[config.mk]
export PLATFORM = sky130hd
export DESIGN_NAME = decode_sequencer
export DESIGN_NICKNAME = d
export VERILOG_FILES = /design/src/rtl/cpu_isa_pkg.sv /design/src/rtl/decode_sequencer_branch_cond.sv /design/src/rtl/decode_sequencer.sv
export SDC_FILE = /design/constraint.sdc
export NUM_CORES = 1
export LEC_CHECK = 0
export BUFFER_PORTS_ARGS = -buffer_cell sky130_fd_sc_hd__buf_2
export CORE_AREA = 2 2 39 41
export CTS_CLUSTER_SIZE = 24
export DETAILED_ROUTE_END_ITERATION = 7
export DIE_AREA = 0 0 41 43
export GPL_ROUTABILITY_DRIVEN = 1
export PLACE_DENSITY_LB_ADDON = 0.3
export SYNTH_ARGS = -nofsm -noshare
export SYNTH_HDL_FRONTEND = slang
export SYNTH_SLANG_ARGS = --single-unit
[constraint.sdc]
create_clock -name clk -period 2.35 [get_ports clk]
set_input_delay 0.235 -clock clk [delete_from_list [all_inputs] [get_ports clk]]
set_output_delay 0.235 -clock clk [all_outputs]
set_load 0.05 [all_outputs]
[src/rtl/cpu_isa_pkg.sv]
// Shared ISA constants for the decode-side control: opcodes, subcodes,
// fetch PC-source select codes and the decode sequencer state type.
package cpu_isa_pkg;

    localparam logic [3:0] OP_JCC      = 4'h9;
    localparam logic [3:0] OP_LOOP     = 4'hA;
    localparam logic [3:0] OP_STACK    = 4'hB;
    localparam logic [3:0] OP_TWO_WORD = 4'hC;

    // Jcc condition subcodes, instr[3:2]
    localparam logic [1:0] CC_Z  = 2'b00;
    localparam logic [1:0] CC_N  = 2'b01;
    localparam logic [1:0] CC_C  = 2'b10;
    localparam logic [1:0] CC_AL = 2'b11;

    // Stack-group subcodes, instr[3:2]; 2'b11 is an unassigned NOP
    localparam logic [1:0] SUB_CALL = 2'b00;
    localparam logic [1:0] SUB_RET  = 2'b01;
    localparam logic [1:0] SUB_RTI  = 2'b10;

    localparam logic [2:0] SEL_PC1 = 3'b000;
    localparam logic [2:0] SEL_REG = 3'b001;
    localparam logic [2:0] SEL_VEC = 3'b010;
    localparam logic [2:0] SEL_STK = 3'b011;

    typedef enum logic [1:0] {
        S_RUN      = 2'd0,
        S_RET_WAIT = 2'd1,
        S_INT_PUSH = 2'd2,
        S_INT_VEC  = 2'd3
    } seq_state_t;

endpackage

[src/rtl/decode_sequencer_branch_cond.sv]
// Jcc condition evaluation: selects the flag named by the subcode, or
// always-taken for JMP.
module branch_cond
    import cpu_isa_pkg::*;
(
    input  logic [1:0] cond,
    input  logic       flag_z,
    input  logic       flag_n,
    input  logic       flag_c,
    output logic       taken
);

    always_comb begin
        taken = 1'b0;
        unique case (cond)
            CC_Z:    taken = flag_z;
            CC_N:    taken = flag_n;
            CC_C:    taken = flag_c;
            CC_AL:   taken = 1'b1;
            default: taken = 1'b0;
        endcase
    end

endmodule

[src/rtl/decode_sequencer.sv]
// Decode-side sequencer driving fetch steering and pipeline control.
// Interrupt entry is built only when DECODE_SEQ_INTR_EN is defined.
module decode_sequencer
    import cpu_isa_pkg::*;
#(
    parameter logic [2:0] VEC_SEL = 3'b010
) (
    input  logic       clk,
    input  logic       reset,
    input  logic [7:0] instrD,
    input  logic [7:0] pcD,
    input  logic       flag_z,
    input  logic       flag_n,
    input  logic       flag_c,
    input  logic       or_out,
    input  logic       hz_stall,
    input  logic       intr,
    output logic [2:0] mux1_sel,
    output logic       loop_en,
    output logic       IR_en,
    output logic       StallF,
    output logic       StallD,
    output logic       FlushD,
    output logic       push_pc,
    output logic       pop_pc,
    output logic [7:0] ret_pc,
    output logic       intr_ack
);

    seq_state_t state, state_nxt;
    logic [3:0] opcode;
    logic [1:0] sub;
    logic       jcc_taken;
    logic       int_ok;

    assign opcode = instrD[7:4];
    assign sub    = instrD[3:2];

    branch_cond u_branch_cond (
        .cond   (sub),
        .flag_z (flag_z),
        .flag_n (flag_n),
        .flag_c (flag_c),
        .taken  (jcc_taken)
    );

    always_ff @(posedge clk) begin
        if (reset) state <= S_RUN;
        else       state <= state_nxt;
    end

`ifdef DECODE_SEQ_INTR_EN
    logic pend, in_isr, rti_pend;
    logic rti_set, ret_done, vec_done;

    assign rti_set  = (state == S_RUN) && !hz_stall &&
                      (opcode == OP_STACK) && (sub == SUB_RTI);
    assign ret_done = (state == S_RET_WAIT);
    assign vec_done = (state == S_INT_VEC);
    assign int_ok   = pend && !in_isr;

    // A level intr still high during the vector cycle must not re-arm pend.
    always_ff @(posedge clk) begin
        if (reset) begin
            pend     <= 1'b0;
            in_isr   <= 1'b0;
            rti_pend <= 1'b0;
        end else begin
            if (vec_done) begin
                pend   <= 1'b0;
                in_isr <= 1'b1;
            end else if (intr && !in_isr) begin
                pend <= 1'b1;
            end
            if (ret_done) begin
                if (rti_pend) in_isr <= 1'b0;
                rti_pend <= 1'b0;
            end else if (rti_set) begin
                rti_pend <= 1'b1;
            end
        end
    end
`else
    logic unused_intr;
    assign unused_intr = &{1'b0, intr, VEC_SEL};
    assign int_ok      = 1'b0;
`endif

    logic unused_instr;
    assign unused_instr = &{1'b0, instrD[1:0]};

    always_comb begin
        state_nxt = state;
        mux1_sel  = SEL_PC1;
        loop_en   = 1'b0;
        IR_en     = 1'b0;
        StallF    = 1'b0;
        StallD    = 1'b0;
        FlushD    = 1'b0;
        push_pc   = 1'b0;
        pop_pc    = 1'b0;
        ret_pc    = pcD + 8'd1;
        intr_ack  = 1'b0;
        // Reset holds every output at its default so no push/pop escapes.
        if (!reset) begin
            case (state)
                S_RUN: begin
                    if (hz_stall) begin
                        StallF = 1'b1;
                        StallD = 1'b1;
                    end else if (opcode == OP_TWO_WORD) begin
                        IR_en  = 1'b1;
                        FlushD = 1'b1;
                    end else if (opcode == OP_JCC) begin
                        if (jcc_taken) begin
                            mux1_sel = SEL_REG;
                            FlushD   = 1'b1;
                        end
                    end else if (opcode == OP_LOOP) begin
                        loop_en  = 1'b1;
                        mux1_sel = SEL_REG;
                        FlushD   = or_out;
                    end else if (opcode == OP_STACK) begin
                        if (sub == SUB_CALL) begin
                            push_pc  = 1'b1;
                            mux1_sel = SEL_REG;
                            FlushD   = 1'b1;
                        end else if (sub == SUB_RET || sub == SUB_RTI) begin
                            pop_pc    = 1'b1;
                            StallF    = 1'b1;
                            FlushD    = 1'b1;
                            state_nxt = S_RET_WAIT;
                        end
                    end else if (int_ok) begin
                        state_nxt = S_INT_PUSH;
                    end
                end
                S_RET_WAIT: begin
                    mux1_sel  = SEL_STK;
                    FlushD    = 1'b1;
                    state_nxt = S_RUN;
                end
`ifdef DECODE_SEQ_INTR_EN
                // The squashed decode instruction is re-executed after the ISR.
                S_INT_PUSH: begin
                    push_pc   = 1'b1;
                    ret_pc    = pcD;
                    StallF    = 1'b1;
                    FlushD    = 1'b1;
                    state_nxt = S_INT_VEC;
                end
                S_INT_VEC: begin
                    mux1_sel  = VEC_SEL;
                    FlushD    = 1'b1;
                    intr_ack  = 1'b1;
                    state_nxt = S_RUN;
                end
`endif
                default: state_nxt = S_RUN;
            endcase
        end
    end

endmodule

==> flow_summary.ini, run 1 <==
[status]
status = complete, no violations

[critical_path]
cp-end-kind = output pin
cp_slowest_cell = a2111oi_4
r2r_end = state[0]$_SDFFE_PP0P_
start_kind = input pin
reg2reg_depth = 3
crit_fanout = 4
worstPathArrival_ns = 1.59
worstSetupPathType = in2out
path_cells = buf_2, inv_1, ha_1, a2111oi_4, a41oi_1, o21ai_1, buf_2
critPathRequiredTime_ns = 2.12
rrSetupSlack_ns = 1.21
crit_path_frequent_cell = buf_2
max_stage_delay_ns = 0.35
r2r_start = state[0]$_SDFFE_PP0P_

[global_routing]
gr-total-overflow = 0
grt_max_degree = 8
grt_pass1_vias = 422
grt_pass1_wl_um = 1510
antenna_found_initial = 0
track_usage_pct = 11.3

[logic_synthesis]
synthTopCellsByArea = ha_1, xnor2_1, a2111oi_4, nand2_1, dfxtp_1
synth_edf_count = 0
synth_seq_cells = 1
synth_cell_type_count = 27
ys.flop_type = dfxtp_1
syn_area_sq_um = 437
yosysTopAreaCellShare_pct = 20.1
synth_common_cells = ha_1, nand2_1, inv_1, nor2_1
async_reset_ff_share_pct = 0
synth_top_area_cell = ha_1
seq_area_frac_synth_pct = 4.58
avgSynthCellArea_sq_um = 7.53
yosysWarnings = 0
synth_cells = 58

[layout]
fin_nets = 127
layout-drive-gt1-share_pct = 45.7
final_util_pct = 45.6
largest_reg_flops = 1
antenna_cells = 0
nFillCells = 147
area_delta_synth_final_pct = 44.4
largest-register = state
design_area_sq_um = 631
largestRegisters = state (1)

[timing]
rsz0062_at_grt = false
finalCritPeriodShare_pct = 77.8
fmax_mhz = 547
setup_viol = 0
finalClockSkew_ns = 0
fin_setup_tns_ns = 0
fin_crit_ns = 1.83
drv_slew = 0
hold_viol = 0

[floorplanning]
fp.dieH_um = 43
core_sq_um = 1380
rows = 14
initial_utilization_pct = 31.6
die-area_sq_um = 1760
die_x_um = 41
top_level_ports = 43

[power]
leakagePower_nw = 0.349
power_density_nw_per_um2 = 244
ir_drop_v = 0.000121

[drt]
wirelength_um = 1030
antenna_left = 0
vias_per_cell = 4.72
initialDrtViolationCount = 5
routedWlPerCell_um = 9.33
dr.pass1.iters = 4
drcViolationCount = 0
via_count = 519

[min_path]
hp-class = in2reg
holdPathEnd = state[0]$_SDFFE_PP0P_
hp-start = instrD[5]
hold_depth = 3

[placement]
place_congestion = 0.822
port-buffer-count = 37
placed_cell_area_sq_um = 631
dp.final_hpwl_um = 913

[clock_network]
ctsHoldBuffers = 0
path_clk_slew_ns = 0
insertion_delay_ns = 0
post_cts_resized = 0
post_cts_buffers = 0

[job]
maxCapViolations = 0
==> critical path, delay by kind of cell <==
kind | cells | cell delay (ns)
adders and majority gates | 1 | 0.24
AOI/OAI and AO/OA | 3 | 0.64
buffers and inverters | 3 | 0.48
==> final cells by class <==
cell class | instances | area (sq um) | share of cell area [%]
inverters | 6 | 22.5 | 3.57
multi-input cells | 50 | 383 | 60.7
flip-flops and latches | 1 | 20.0 | 3.17
well taps | 16 | 20.0 | 3.17
repair buffers | 37 | 185 | 29.4
==> cells in the final DEF (no fill, tap or decap) <==
| cell | count |
|---|---|
| buf_2 | 37 |
| nand2_1 | 7 |
| ha_1 | 7 |
| inv_1 | 5 |
| nor2_1 | 5 |
| nand3_1 | 4 |
| xnor2_1 | 4 |
| and3_1 | 2 |
| xor2_1 | 2 |
| nor2b_1 | 2 |
| a41oi_1 | 2 |
| conb_1 | 2 |
| a211oi_1 | 1 |
| and2b_2 | 1 |
| inv_2 | 1 |
| a2111oi_4 | 1 |
| o2111ai_1 | 1 |
| nor3_2 | 1 |
| nand3_2 | 1 |
| a21oi_1 | 1 |
| o31a_1 | 1 |
| o21ai_1 | 1 |
| nor3b_1 | 1 |
| nor3_1 | 1 |
| and4_1 | 1 |
| a2111oi_2 | 1 |
| dfxtp_1 | 1 |
==> power by group <==
| part | internal [mW] | switching [mW] | total [mW] | leakage [nW] |
|---|---|---|---|---|
| clock | 0 | 0 | 0 | 0 |
| combinational | 0.0394 | 0.0973 | 0.137 | 0.341 |
| sequential | 0.0174 | 0.0000913 | 0.0175 | 0.00806 |
| total | 0.0568 | 0.0974 | 0.154 | 0.349 |
==> cells by family (layout without fill, tap and decap cells) <==
logic type                 Yosys count  in the layout  share of synthesized area [%]
AOI/OAI and AO/OA                    9              9                           21.8
xor gates and xnor gates             6              6                           12.0
and+or+nand+nor                     26             26                           32.1
other                                1              2                          0.859
adders and majority gates            7              7                           20.1
DFF                                  1              1                           4.58
buffers and inverters                8             43                           8.59
==> worst max-delay path by stage <==
| stage | startpoint | end | slack (ns) | depth (start not counted) |
|---|---|---|---|---|
| 3_5_place_dp | instrD[2] | FlushD | 0.53 | 7 |
| 2_1_floorplan | state[0]$_SDFFE_PP0P_ | FlushD | 0.33 | 3 |
| 3_3_place_gp | instrD[2] | FlushD | 0.55 | 7 |
| 6_report | instrD[2] | FlushD | 0.52 | 7 |
| 5_1_grt | instrD[2] | FlushD | 0.41 | 8 |
| 4_1_cts | instrD[2] | FlushD | 0.53 | 7 |
==> per-layer routing <==
| layer | GRT usage, % | share of wire, % |
|---|---|---|
| met5 | 0 | 0 |
| met1 | 12.1 | 41 |
| met3 | 0.524 | 9.5 |
| met4 | 0 | 0 |
| met2 | 23.1 | 50 |
==> per-stage QoR <==
step	cells	hold slack, ns	total power, mW	worst slack, ns
floorplan	59	0.407	0.114	0.330
global placement	110	0.581	0.154	0.554
detailed placement	110	0.584	0.155	0.527
CTS	110	0.586	0.155	0.525
global route	110	0.612	0.166	0.414
finish	110	0.582	0.154	0.523
Power figures use the tool's default switching activity.
==> run 2: changes to the inputs <==
==> constraint.sdc (replaced) <==
create_clock -name clk -period 1.8 [get_ports clk]
set_input_delay 0.18 -clock clk [delete_from_list [all_inputs] [get_ports clk]]
set_output_delay 0.18 -clock clk [all_outputs]
set_load 0.05 [all_outputs]
==> flow_summary.ini, run 2 (synthesized netlist as in run 1, its figures left out) <==
[status]
status = complete, no violations

[layout]
final_cell_mix = buf_2, nand2_1, ha_1, inv_1, nor2_1
largestRegisters = state (1)
antenna_cells = 0
largest_reg_flops = 1
stdcell_count = 110
layout-drive-gt1-share_pct = 47.9
largest-register = state
layout_commonest_cell = buf_2
area_delta_synth_final_pct = 46.1
final_util_pct = 46.1
fin_nets = 127

[global_routing]
gr-total-overflow = 0
grt_pass1_vias = 400
antenna_found_initial = 0
track_usage_pct = 11.2
grt_pass1_wl_um = 1510
grt_max_degree = 8

[drt]
vias_per_cell = 4.73
via_count = 520
dr.pass1.iters = 1
initialDrtViolationCount = 0
drcViolationCount = 0
antenna_left = 0
routedWlPerCell_um = 8.99
wirelength_um = 989

[timing]
setup_viol = 0
fmax_mhz = 596
fin_ws_ns = 0.123
fin_crit_ns = 1.68
rsz0062_at_grt = false
drv_slew = 0
fin_setup_tns_ns = 0
finalCritPeriodShare_pct = 93.2
hold_viol = 0
finalClockSkew_ns = 0

[critical_path]
worstPathArrival_ns = 1.50
reg2reg_depth = 3
worstSetupPathType = in2out
cp-end-kind = output pin
r2r_end = state[0]$_SDFFE_PP0P_
start_kind = input pin
critPathRequiredTime_ns = 1.62
crit_fanout = 4
r2r_start = state[0]$_SDFFE_PP0P_
rrSetupSlack_ns = 0.65

[clock_network]
path_clk_slew_ns = 0
post_cts_buffers = 0
insertion_delay_ns = 0
ctsHoldBuffers = 0
post_cts_resized = 0

[placement]
dp.final_hpwl_um = 915
place_ws_ns = 0.106
port-buffer-count = 37
place_congestion = 0.779
post-place-cells = 110

[power]
ir_drop_v = 0.000177
power_mw = 0.201
leakagePower_nw = 0.350
power_density_nw_per_um2 = 316

[floorplanning]
rows = 14
die-area_sq_um = 1760
initial_utilization_pct = 31.6
fp.dieH_um = 43
top_level_ports = 43
die_x_um = 41
core_sq_um = 1380

[min_path]
hp-start = instrD[5]
holdPathEnd = state[0]$_SDFFE_PP0P_
hp-class = in2reg
hold_depth = 3

[job]
maxCapViolations = 0
## run 2: cell count changes in the layout (fill, tap and decap cells not counted)
cell | before | now
nor3_2 | 1 | 2
nor2b_1 | 2 | 1
nor2b_2 | 0 | 1
nor3_1 | 1 | 0
## run 2: worst max path at each step
stage | from | slack, ns | endpoint
after floorplan | state[0]$_SDFFE_PP0P_ | 0.11 | FlushD
after global placement | instrD[2] | 0.12 | FlushD
after detailed placement | instrD[2] | 0.11 | FlushD
after CTS | instrD[2] | 0.11 | FlushD
after global routing | instrD[2] | 0.04 | FlushD
final | instrD[2] | 0.12 | FlushD
## run 2: power breakdown
| group | leakage (nW) | switching, mW | total, mW | internal, mW |
|---|---|---|---|---|
| Clock | 0 | 0 | 0 | 0 |
| Combinational | 0.342 | 0.127 | 0.178 | 0.0518 |
| Sequential | 0.00806 | 0.000128 | 0.0229 | 0.0227 |
## run 2: through the flow
stage,cell area [sq um],hold slack (ns)
final,638,0.521
after global routing,638,0.548
after CTS,638,0.523
after detailed placement,638,0.524
after global placement,638,0.525
after floorplan,448,0.352
## run 2: worst max-delay path, cell delays in order
cell and delay (ns):
buf_2 0.12, inv_1 0.08, ha_1 0.24, a2111oi_4 0.34, a41oi_1 0.17, o21ai_1 0.10
buf_2 0.27
## run 2: layout make-up
cell class | count | area, sq um
repair buffers | 37 | 185
fillers | 153 | 746
well taps | 16 | 20.0
flip-flops and latches | 1 | 20.0
inverters | 6 | 22.5
multi-input cells | 50 | 390
## run 2: layer usage
layer	share of wire [%]	GRT usage (%)
met1	38	12.7
met2	51	22.2
met5	0	0
met4	0	0
met3	10	0.524
==> run 3: changes to the inputs <==
--- a/config.mk
+++ b/config.mk
@@ -12,6 +12,8 @@
 export DIE_AREA = 0 0 41 43
 export GPL_ROUTABILITY_DRIVEN = 1
 export PLACE_DENSITY_LB_ADDON = 0.3
+export SETUP_SLACK_MARGIN = 0.02
 export SYNTH_ARGS = -nofsm -noshare
 export SYNTH_HDL_FRONTEND = slang
+export SYNTH_HIERARCHICAL = 1
 export SYNTH_SLANG_ARGS = --single-unit
==> flow_summary.ini, run 3 <==
[global_routing]
gr-total-overflow = 0
grt_pass1_vias = 348
antenna_found_initial = 0
track_usage_pct = 9.90
grt_max_degree = 8
grt_pass1_wl_um = 1330

[floorplanning]
rows = 14
initial_utilization_pct = 27.9
fp.dieH_um = 43
die-area_sq_um = 1760
core_sq_um = 1380
top_level_ports = 43
die_x_um = 41

[logic_synthesis]
avgSynthCellArea_sq_um = 7.03
synth_top_area_cell = ha_1
yosysTopAreaCellShare_pct = 9.71
synthTopCellsByArea = ha_1, mux2i_1, xnor2_1, xor2_1, nor3_1
yosysWarnings = 6
synth_seq_cells = 1
synth_common_cells = nand2_1, nor3_1, a21oi_1, nand3_1, nor2_1
synth_cell_type_count = 26
synth_cells = 55
synth_edf_count = 0
syn_area_sq_um = 387
async_reset_ff_share_pct = 0
ys.flop_type = dfxtp_1
seq_area_frac_synth_pct = 5.18

[drt]
dr.pass1.iters = 3
initialDrtViolationCount = 1
routedWlPerCell_um = 8.87
via_count = 492
vias_per_cell = 4.60
antenna_left = 0
drcViolationCount = 0
wirelength_um = 949

[critical_path]
start_kind = register
r2r_end = state[0]$_SDFFE_PP0P_
critPathRequiredTime_ns = 1.62
reg2reg_depth = 3
worstPathArrival_ns = 1.24
rrSetupSlack_ns = 0.74
worstSetupPathType = reg2out
cp-end-kind = output pin
crit_fanout = 4
r2r_start = state[0]$_SDFFE_PP0P_

[clock_network]
path_clk_slew_ns = 0
insertion_delay_ns = 0
post_cts_resized = 0
post_cts_buffers = 0
ctsHoldBuffers = 0

[layout]
layout_commonest_cell = buf_2
final_cell_mix = buf_2, nand2_1, nor3_1
nFillCells = 163
final_util_pct = 42.0
largestRegisters = state (1)
antenna_cells = 0
largest-register = state
stdcell_count = 107
area_delta_synth_final_pct = 50.2
layout-drive-gt1-share_pct = 47.3
fin_nets = 120
largest_reg_flops = 1

[power]
leakagePower_nw = 0.341
power_density_nw_per_um2 = 338
ir_drop_v = 0.000117

[timing]
fin_crit_ns = 1.42
fmax_mhz = 705
hold_viol = 0
fin_setup_tns_ns = 0
finalCritPeriodShare_pct = 78.8
holdWs_ns = 0.680
finalClockSkew_ns = 0
setup_viol = 0
fin_ws_ns = 0.382
rsz0062_at_grt = false
drv_slew = 0

[min_path]
hold_depth = 4
hp-class = in2reg
hp-start = instrD[3]
holdPathEnd = state[0]$_SDFFE_PP0P_

[placement]
post-place-cells = 107
port-buffer-count = 37
dp.final_hpwl_um = 870
place_ws_ns = 0.375
place_congestion = 0.772

[status]
status = complete, no violations

[job]
maxCapViolations = 0
==> run 3: cell count changes in the layout (fill, tap and decap cells not counted), moves of 3 or more <==
cell / delta
ha_1: -4
mux2i_1: +3
nor3_1: +5
a21oi_1: +3
==> run 3: stage by stage <==
step | power, mW | cell area (sq um)
floorplan | 0.145 | 390
global placement | 0.196 | 581
detailed placement | 0.197 | 581
CTS | 0.197 | 581
global route | 0.209 | 581
finish | 0.196 | 581
==> run 3: area by class of cell <==
class                      instances  area (sq um)  share of cell area (%)
inverter                           3          11.3                    1.94
timing repair buffer              37           185                    31.9
sequential                         1          20.0                    3.45
tap                               16          20.0                    3.45
multi-input combinational         50           344                    59.3
==> run 3: power breakdown <==
group	internal (mW)	switching, mW
sequential	0.0227	0.000112
combinational	0.0525	0.121
clock	0	0
total	0.0753	0.121
==> run 3: critical path, stage by stage (launching register included) <==
cell	delay (ns)
dfxtp_1	0.31
or3_4	0.42
nor2b_4	0.12
and2_2	0.13
buf_2	0.25
==> run 3: how the worst max path moves through the flow <==
stage	from	end	slack (ns)	cells past startpoint
after floorplan	state[0]$_SDFFE_PP0P_	IR_en	-0.19	2
after global placement	state[0]$_SDFFE_PP0P_	push_pc	0.39	4
after detailed placement	instrD[2]	FlushD	0.37	7
after CTS	instrD[2]	FlushD	0.37	7
after global routing	instrD[2]	FlushD	0.32	7
final	state[0]$_SDFFE_PP0P_	push_pc	0.38	4
==> run 3: routing by layer <==
| metal | GRT usage [%] | up-vias | part of all wire [%] |
|---|---|---|---|
| li1 | - | 262 | - |
| met1 | 16.2 | 212 | 47 |
| met2 | 14.7 | 18 | 45 |
| met3 | 0.524 | 0 | 8.0 |
| met4 | 0 | 0 | 0 |
| met5 | 0 | - | 0 |
==> run 3: kinds of logic after synthesis <==
logic type / after synthesis / synth area share, %
AOI/OAI and AO/OA: 7 / 11.3
xor gates and xnor gates: 6 / 13.6
adders and majority gates: 3 / 9.71
buffers and inverters: 5 / 6.79
DFF: 1 / 5.18
muxes: 3 / 7.77
other: 1 / 0.970
and+or+nand+nor: 29 / 44.7
